$ cat src/rtl/reg_file_ras.sv
// reg_file_ras: 16-entry CPU register file with PC/link logic, GPI receive FIFO and
// a return-address stack. Define RAS_EN to build the RAS and enable RET; otherwise RET is pc+1.
module reg_file_ras #(
   parameter int DATA_W    = 8,
   parameter int RAS_DEPTH = 4,
   parameter int GPI_DEPTH = 4
) (
   input  logic                         clock,
   input  logic                         reset,
   input  logic [DATA_W-1:0]            alu_out,
   input  logic                         E_out,
   input  logic [3:0]                   opcode,
   input  logic [3:0]                   raddr1,
   input  logic [3:0]                   raddr2,
   input  logic [3:0]                   waddr,
   input  logic [DATA_W-1:0]            gpi,
   input  logic                         gpi_we,
   input  logic [DATA_W-1:0]            dmem_out,
   input  logic [3:0]                   SW,
   output logic [DATA_W-1:0]            a,
   output logic [DATA_W-1:0]            b,
   output logic                         E,
   output logic                         F,
   output logic [DATA_W-1:0]            pc,
   output logic [DATA_W-1:0]            gpo,
   output logic [2*DATA_W-1:0]          mem_addr,
   output logic                         dmem_we,
   output logic                         vmem_we,
   output logic [$clog2(GPI_DEPTH):0]   gpi_count,
   output logic                         gpi_ovf,
   output logic                         ras_ovf,
   output logic                         ras_unf
);

   localparam int GPI_AW = $clog2(GPI_DEPTH);
   localparam int GPI_CW = GPI_AW + 1;

   localparam logic [3:0] OP_LDI  = 4'b1100;
   localparam logic [3:0] OP_DMR  = 4'b1101;
   localparam logic [3:0] OP_JMP  = 4'b1110;
   localparam logic [3:0] OP_SYS  = 4'b1111;
   localparam logic [3:0] SUB_CLF = 4'b0001;
   localparam logic [3:0] SUB_CLE = 4'b0010;
   localparam logic [3:0] SUB_RET = 4'b0011;
   localparam logic [3:0] SUB_VWE = 4'b0100;
   localparam logic [3:0] SUB_DWE = 4'b1000;

   logic [DATA_W-1:0] regs [0:12];
   logic [DATA_W-1:0] r14_q;
   logic [DATA_W-1:0] pc_q;
   logic              e_q;

   logic [DATA_W-1:0] gpi_mem [0:GPI_DEPTH-1];
   logic [GPI_AW-1:0] gpi_rd_ptr, gpi_wr_ptr;
   logic [GPI_CW-1:0] gpi_count_q;
   logic              gpi_ovf_q;

   logic [DATA_W-1:0] rf_view [0:15];
   logic [DATA_W-1:0] gpi_head;
   logic [DATA_W-1:0] wdata;
   logic [DATA_W-1:0] pc_inc;
   logic [DATA_W-1:0] pc_next;
   logic              normal_op, is_call, is_ret, is_clf, is_cle;
   logic              gpi_empty, gpi_full, push_ok, pop_ok;
   logic              jump_unsat;
   logic              ras_hit;
   logic [DATA_W-1:0] ras_top_val;

   assign normal_op = (opcode[3:1] != 3'b111);
   assign is_call   = normal_op && (waddr == 4'd15);
   assign is_ret    = (opcode == OP_SYS) && (waddr == SUB_RET);
   assign is_clf    = (opcode == OP_SYS) && (waddr == SUB_CLF);
   assign is_cle    = (opcode == OP_SYS) && (waddr == SUB_CLE);
   assign vmem_we   = (opcode == OP_SYS) && (waddr == SUB_VWE);
   assign dmem_we   = (opcode == OP_SYS) && (waddr == SUB_DWE);

   assign gpi_empty = (gpi_count_q == '0);
   assign gpi_full  = (gpi_count_q == GPI_CW'(GPI_DEPTH));
   assign gpi_head  = gpi_empty ? '0 : gpi_mem[gpi_rd_ptr];
   // A push into a full FIFO only succeeds when the same cycle frees a slot.
   assign pop_ok    = is_clf && !gpi_empty;
   assign push_ok   = gpi_we && (!gpi_full || pop_ok);

   always_comb begin
      for (int i = 0; i < 13; i++) rf_view[i] = regs[i];
      rf_view[13] = gpi_head;
      rf_view[14] = r14_q;
      rf_view[15] = pc_q;
   end

   assign a        = rf_view[raddr1];
   assign b        = rf_view[raddr2];
   assign gpo      = rf_view[SW];
   assign mem_addr = {regs[11], regs[10]};
   assign pc       = pc_q;
   assign E        = e_q;
   assign F        = !gpi_empty;
   assign gpi_count = gpi_count_q;
   assign gpi_ovf  = gpi_ovf_q;
   assign pc_inc   = pc_q + DATA_W'(1);

   always_comb begin
      // NOTE: every always_comb output gets a default first so no path infers a latch.
      wdata = alu_out;
      if (opcode == OP_LDI)      wdata = DATA_W'({raddr1, raddr2});
      else if (opcode == OP_DMR) wdata = dmem_out;
   end

   always_comb begin
      jump_unsat = 1'b0;
      if (opcode == OP_JMP) begin
         case (waddr)
            4'b0001: jump_unsat = (a != b);
            4'b0010: jump_unsat = !(a > b);
            4'b0100: jump_unsat = gpi_empty;
            4'b1000: jump_unsat = !e_q;
            default: jump_unsat = 1'b0;
         endcase
      end
   end

   always_comb begin
      pc_next = pc_inc;
      if (is_call)                pc_next = wdata;
      else if (is_ret && ras_hit) pc_next = ras_top_val;
      else if (jump_unsat)        pc_next = pc_q + DATA_W'(2);
   end

   // NOTE: state uses non-blocking assignments so every register samples pre-edge values.
   always_ff @(posedge clock) begin
      if (reset) begin
         for (int i = 0; i < 13; i++) regs[i] <= '0;
         r14_q       <= '0;
         pc_q        <= '0;
         e_q         <= 1'b0;
         gpi_rd_ptr  <= '0;
         gpi_wr_ptr  <= '0;
         gpi_count_q <= '0;
         gpi_ovf_q   <= 1'b0;
      end else begin
         pc_q <= pc_next;
         if (normal_op && (waddr < 4'd13)) regs[waddr] <= wdata;
         if (is_call) r14_q <= pc_inc;
         e_q <= is_cle ? 1'b0 : E_out;
         if (push_ok) gpi_wr_ptr <= gpi_wr_ptr + GPI_AW'(1);
         if (pop_ok)  gpi_rd_ptr <= gpi_rd_ptr + GPI_AW'(1);
         case ({push_ok, pop_ok})
            2'b10:   gpi_count_q <= gpi_count_q + GPI_CW'(1);
            2'b01:   gpi_count_q <= gpi_count_q - GPI_CW'(1);
            default: gpi_count_q <= gpi_count_q;
         endcase
         if (gpi_we && !push_ok) gpi_ovf_q <= 1'b1;
      end
   end

   // NOTE: FIFO storage is not reset; the pointers and count alone define its contents.
   always_ff @(posedge clock) begin
      if (push_ok) gpi_mem[gpi_wr_ptr] <= gpi;
   end

`ifdef RAS_EN
   localparam int RAS_AW = (RAS_DEPTH > 1) ? $clog2(RAS_DEPTH) : 1;
   localparam int RAS_CW = $clog2(RAS_DEPTH + 1);

   logic [DATA_W-1:0] ras_mem [0:RAS_DEPTH-1];
   logic [RAS_AW-1:0] ras_top, ras_top_up, ras_top_dn;
   logic [RAS_CW-1:0] ras_cnt;
   logic              ras_full, ras_ovf_q, ras_unf_q;

   assign ras_full    = (ras_cnt == RAS_CW'(RAS_DEPTH));
   assign ras_hit     = (ras_cnt != '0);
   assign ras_top_val = ras_mem[ras_top];
   assign ras_top_up  = (ras_top == RAS_AW'(RAS_DEPTH - 1)) ? '0 : ras_top + RAS_AW'(1);
   assign ras_top_dn  = (ras_top == '0) ? RAS_AW'(RAS_DEPTH - 1) : ras_top - RAS_AW'(1);
   assign ras_ovf     = ras_ovf_q;
   assign ras_unf     = ras_unf_q;

   // Circular stack: a push onto a full stack lands on the oldest slot.
   always_ff @(posedge clock) begin
      if (reset) begin
         ras_top   <= '0;
         ras_cnt   <= '0;
         ras_ovf_q <= 1'b0;
         ras_unf_q <= 1'b0;
      end else if (is_call) begin
         ras_top <= ras_top_up;
         if (ras_full) ras_ovf_q <= 1'b1;
         else          ras_cnt   <= ras_cnt + RAS_CW'(1);
      end else if (is_ret) begin
         if (ras_hit) begin
            ras_top <= ras_top_dn;
            ras_cnt <= ras_cnt - RAS_CW'(1);
         end else begin
            ras_unf_q <= 1'b1;
         end
      end
   end

   always_ff @(posedge clock) begin
      if (is_call) ras_mem[ras_top_up] <= pc_inc;
   end
`else
   assign ras_hit     = 1'b0;
   assign ras_top_val = '0;
   assign ras_ovf     = 1'b0;
   assign ras_unf     = 1'b0;
`endif

endmodule

$ cat config.mk
export PLATFORM = sky130hd
export DESIGN_NAME = reg_file_ras
export DESIGN_NICKNAME = d
export VERILOG_FILES = /design/src/rtl/reg_file_ras.sv
export SDC_FILE = /design/constraint.sdc
export NUM_CORES = 1
export LEC_CHECK = 0
export CAP_MARGIN = 20
export CORE_MARGIN = 2
export CORE_UTILIZATION = 55
export CTS_CLUSTER_SIZE = 20
export DETAILED_ROUTE_END_ITERATION = 10
export PLACE_DENSITY = 0.78
export SLEW_MARGIN = 20
export SYNTH_ARGS = -nofsm -noshare
export SYNTH_HDL_FRONTEND = slang
export SYNTH_SLANG_ARGS = --single-unit
$ cat constraint.sdc
create_clock -name clock -period 3.98 [get_ports clock]
set_input_delay 0.398 -clock clock [delete_from_list [all_inputs] [get_ports clock]]
set_output_delay 0.398 -clock clock [all_outputs]
set_load 0.05 [all_outputs]
==> results of run 1 <==
-- timing repair --
action                     4_1_cts  5_1_grt
gates resized for setup          0       14
setup buffers                    0        5
setup endpoints to repair        0        6
hold endpoints to repair         0        0
-- layout make-up --
type | instances | area, um^2
sequential | 163 | 4630
inverter | 18 | 67.6
tap | 229 | 287
clock inverter | 11 | 76.3
timing repair buffer | 143 | 1400
fill | 1279 | 5840
clock buffer | 21 | 462
multi-input combinational | 536 | 5140
-- kinds of logic (layout without fill, tap and decap cells) --
family | Yosys count | after routing | share of synthesized area (%)
other cells | 1 | 2 | 0.0374
compound gates | 95 | 95 | 6.47
mux | 139 | 139 | 26.9
buf+inv | 87 | 193 | 3.81
simple gates | 272 | 272 | 13.6
xor+xnor | 13 | 13 | 1.14
flops | 163 | 163 | 46.2
fa+ha+maj | 15 | 15 | 1.95
-- layout by cell type (no fill, tap or decap), drive strengths merged, types with 3 or more instances in the layout --
cell	instances
inv	23
nor3	13
mux2i	35
and2	9
nand2b	15
nor3b	3
a21oi	31
edfxtp	136
or4b	4
and4	4
o21ai	4
nand3	8
mux4	104
clkdlybuf4s50	84
nor2	144
nand4	6
nor4	3
buf	59
clkinv	5
clkbuf	21
a21o	9
a211o	4
or3	3
and3	3
ha	14
xnor2	5
nor2b	27
dfxtp	27
a211oi	31
nand2	25
xor2	8
-- worst max-delay path by stage --
stage                      start     to  slack (ns)  cells past startpoint
floorplan           gpi_count[2]  pc[3]        0.08                     15
global placement            flop  pc[3]        0.07                     14
detailed placement          flop  pc[3]        0.05                     14
CTS                         flop  pc[3]        0.01                     14
global route                flop  pc[3]       -0.07                     14
finish                      flop  pc[3]        0.02                     14
-- worst reg2reg max path, delay by kind of cell, from the launching register on --
kind            cells  cell delay [ns]
simple gates        4             0.91
flops               1             0.35
fa+ha+maj           1             0.19
compound gates      4             0.86
mux                 3             1.27
buf+inv             2             0.29
-- power by group --
group          internal (mW)  switching (mW)
sequential              1.95          0.0942
combinational          0.472           0.649
clock                  0.840           0.695
total                   3.26            1.44
-- sequential cells by signal (all words and copies together), names as in the netlist, named ones only --
signal      count
pc              8
regs          104
gpi_rd_ptr      2
gpi_ovf         1
gpi_wr_ptr      2
r14_q           8
gpi_count       3
E               1
gpi_mem        32
-- cells in the mapped netlist (4+ instances only) --
| cell type | instances |
|---|---|
| nand4_1 | 6 |
| dfxtp_1 | 27 |
| a21oi_1 | 31 |
| xor2_1 | 8 |
| and4_1 | 4 |
| a21o_1 | 9 |
| nor3_1 | 10 |
| ha_1 | 14 |
| a211o_1 | 4 |
| mux4_2 | 104 |
| mux2i_1 | 35 |
| inv_2 | 9 |
| a211oi_1 | 31 |
| clkbuf_1 | 40 |
| buf_2 | 17 |
| nor2b_1 | 27 |
| nor2_1 | 144 |
| xnor2_1 | 5 |
| nand2b_1 | 15 |
| nand3_1 | 8 |
| and2_4 | 7 |
| nand2_1 | 25 |
| edfxtp_1 | 136 |
| buf_1 | 6 |
| inv_1 | 9 |
-- routing by layer --
metal / part of all wire [%] / vias to the layer above / routed length [um] / track usage (%)
li1: - / 3228 / - / -
met3: 12 / 85 / 3590 / 7.15
met2: 47 / 553 / 13800 / 47.3
met1: 37 / 3794 / 10900 / 42.5
met4: 4.2 / 0 / 1230 / 12.9
met5: 0 / - / 0 / 0
-- per-stage QoR --
step           hold slack, ns  cell area (um^2)  worst slack, ns  instances
2_1_floorplan           0.453             10100           0.0752        786
3_3_place_gp            0.463             11400           0.0663       1084
3_5_place_dp            0.477             11400           0.0452       1084
4_1_cts                 0.496             11900           0.0144       1116
5_1_grt                 0.531             12100          -0.0736       1121
6_report                0.502             12100           0.0174       1121
==> out/results.tsv, run 1 <==
metric	value	unit
hold_depth	2	
die_h	139	um
worstMarginPinSlew	0.825	ns
cts_max_level	4	
setup_tns	0	ns
yosysSeqAreaShare	46.2	%
clk_latency	0.43	ns
hold_viol	0	
design_power_total	4.70	mW
synth.top_cell.area_share	40.8	%
cts_buffers	17	
finalCritPeriodShare	99.6	%
cts.path.max_buffers	2	
path_buf_inv	2	
min_to	gpi_ovf	
synthFlopType	edfxtp_1	
fp.coreArea	17900	um^2
path_class	reg2reg	
status	completed	
reg2reg_depth	14	
dr.pass1.iters	5	
initial_core_util	56.0	%
synth_cell_types	59	
vias	7660	
reg2reg_setup_slack	0.02	ns
cts-root-buf	clkbuf_16	
routed_wl	29500	um
syn_area	10000	um^2
yosysWarnings	0	
ios	106	
peakVddDrop	0.319	mV
gp_congestion	0.980	
final.setup_skew	0.0109	ns
rows	49	
wire_per_inst	26.3	um
die_w	139	um
min_period	3.96	ns
min_path_type	reg2reg	
ctsHoldBuffers	0	
grt_util_all_layers	30.7	%
fmax	252	MHz
fin_nets	942	
clk_pin_slew_worst_paths	0.07	ns
synth_cells	785	
end_kind	flop	
first_iter_violations	1014	
ys_ff_latch	163	
post-route-util	67.4	%
reg2reg_to	pc[3]	
synth_area_per_cell	12.8	um^2
layout-drive-gt1-share	26.6	%
cts.sinks	163	
drv_slew	0	
ant_nets	0	
setup_viol	0	
rsz0062_at_grt	true	
power_density	390	nW/um^2
max_stage_delay	0.51	ns
io_buffers	103	
syn_to_final_growth	20.4	%
post-route-drc-count	0	
min_from	gpi_ovf	
cts_tree	done	
yosysTopAreaCell	edfxtp_1	
cpMaxStageDelayCell	mux4_2	
critPathArrivalTime	4.29	ns
leakage	4.23	nW
viasPerCell	6.83	
grt_max_degree	50	
cap_violations	0	
critical_path.top_delay_family	multiplexers	
synth.area.top_cells	edfxtp_1 41%, mux4_2 23%, dfxtp_1 5.4%	
cp_max_fo	10	
synth_edf_count	136	
antenna_found_initial	0	
grt_overflow_total	0	
first_global_vias	7448	
crit_required	4.31	ns
dp_hpwl	21200	um
synthArstFlopShare	0	%
grt_pass1_wl	44100	um
die_area	19300	um^2
startpoint_type	flop	
diodes	0	
crit_chain	buf_12, mux4_2, and2_4, mux4_2, mux2i_1, a21o_1, ha_1, and4_4, a21oi_1, or3_1, o21ai_2, buf_12, nor2_1, a2111oi_2	
maxSlewHeadroom	45.0	%
(Power assumes the default switching activity.)
==> inputs of run 2 (changes only) <==
Settings changed: CTS_CLUSTER_SIZE 20 to 16.
==> results of run 2 <==
Final layout, timing and power as in run 1 (identical DEF).
==> inputs of run 3 (changes only) <==
Settings changed: REMOVE_ABC_BUFFERS set to 1.
==> run 3 against run 2 <==
Effect of this change:
- sequential cell count unchanged
- clock power grew 9.8%
- combinational power hardly changed
- design area is 1.0% higher
- die area unchanged
- register-to-register slack better by 0.06 ns
- count of clock-buffer cells in the layout decreased by 4
- wire length down 3.0%
- power up 3.0%
- clock skew is 0.0028 ns lower
- via count decreased by 0.50%
- critical path type unchanged
==> out/results.tsv, run 3 (synthesis gave the netlist of run 1 again) <==
metric	value	unit
ant_nets	0	
leakage	4.30	nW
clk_pin_slew_worst_paths	0.07	ns
initial_core_util	56.0	%
min_path_type	reg2reg	
rows	49	
post-route-drc-count	0	
cap_violations	0	
power_density	397	nW/um^2
peakVddDrop	0.350	mV
cts.path.max_buffers	2	
end_kind	flop	
regMostFlops	regs	
setup_tns	0	ns
grt_util_all_layers	29.9	%
post-route-util	68.0	%
viasPerCell	6.76	
final.setup_skew	0.00814	ns
io_buffers	103	
hold_viol	0	
critPathArrivalTime	4.22	ns
fp.coreArea	17900	um^2
cp_max_fo	6	
status	completed	
die_area	19300	um^2
wire_per_inst	25.4	um
placed_cells	1089	
startpoint_type	flop	
min_period	3.90	ns
top_regs	regs x104, gpi_mem x32	
first_iter_violations	806	
vias	7622	
grt_overflow_total	0	
crit_required	4.30	ns
cts.sinks	163	
dr.pass1.iters	7	
maxSlewHeadroom	39.2	%
cts_max_level	4	
first_global_vias	7626	
grt_pass1_wl	43600	um
syn_to_final_growth	21.6	%
layout.cells.non_filler	1127	
routed_wl	28600	um
largest_reg_flops	104	
dp_hpwl	20600	um
fin_nets	948	
gp_congestion	0.951	
fmax	256	MHz
path_class	reg2reg	
cts-root-buf	clkbuf_16	
cts_tree	done	
worstMarginPinSlew	0.912	ns
grt_max_degree	50	
cts_buffers	17	
design_power_total	4.84	mW
diodes	0	
die_w	139	um
drv_slew	0	
antenna_found_initial	0	
die_h	139	um
layout-drive-gt1-share	27.3	%
layout_commonest_cell	nor2_1	
setup_viol	0	
finalCritPeriodShare	98.1	%
rsz0062_at_grt	true	
clk_latency	0.44	ns
holdWs	0.480	ns
most-common-layout-cells	143 x nor2_1, 136 x edfxtp_1, 104 x mux4_2, 85 x clkdlybuf4s50_1, 48 x buf_4	
ios	106	
[run 3: changes by cell type in the layout (fill, tap and decap cells not counted), sizes merged]
cell / delta
clkdlybuf4s50: +1
clkbuf: -3
buf: +4
bufinv: +1
inv: +3
[run 3: final timing paths]
kind | slack (ns) | to | depth (start not counted) | startpoint
max reg2reg | 0.08 | pc[2] | 14 | flop
min | 0.48 | gpi_ovf | 2 | gpi_ovf
max | 0.08 | pc[2] | 14 | flop
min reg2reg | 0.48 | gpi_ovf | 2 | gpi_ovf
[run 3: worst max-delay path, stage by stage, from the launching register on]
cell and delay [ns]:
dfxtp_2 0.35, buf_6 0.14, mux4_2 0.50, and2_4 0.20
mux4_2 0.46, mux2i_1 0.14, a21oi_1 0.12, ha_1 0.37
and4_1 0.25, a21oi_1 0.10, or3_4 0.41, o21ai_4 0.25
buf_12 0.16, nor4b_2 0.05, a211o_1 0.31
[run 3: timing repair]
| item | CTS | global route |
|---|---|---|
| cloned | 0 | 1 |
| pin swaps | 1 | 9 |
| endpoints found under the setup margin | 2 | 6 |
| gates resized for setup | 1 | 27 |
| setup buffers | 1 | 4 |
| hold buffers | 0 | 0 |
| endpoints found under the hold margin | 0 | 0 |
[run 3: per-stage QoR]
step | cell area, um^2 | setup slack (ns)
4_1_cts | 12000 | 0.0635
3_5_place_dp | 11400 | 0.0119
6_report | 12200 | 0.0753
2_1_floorplan | 9710 | -0.359
5_1_grt | 12200 | -0.0327
3_3_place_gp | 11400 | 0.0132
[run 3: where the power goes]
| group | leakage [nW] | switching (mW) | internal [mW] |
|---|---|---|---|
| Clock | 0.293 | 0.775 | 0.901 |
| Combinational | 2.50 | 0.644 | 0.489 |
| Sequential | 1.51 | 0.0832 | 1.95 |
[run 3: area by class of cell]
class / count / area (um^2)
repair buffers: 149 / 1450
well taps: 229 / 287
inverters: 18 / 67.6
flip-flops and latches: 163 / 4630
fillers: 1226 / 5720
clock buffers: 17 / 425
multi-input cells: 536 / 5140
clock inverters: 15 / 181
[run 3: layer usage]
| layer | track usage (%) | vias up | wire length [um] |
|---|---|---|---|
| li1 | - | 3218 | - |
| met1 | 39.6 | 3785 | 10500 |
| met2 | 49.3 | 538 | 14300 |
| met3 | 5.15 | 81 | 2750 |
| met4 | 12.4 | 0 | 1060 |
| met5 | 0 | - | 0 |
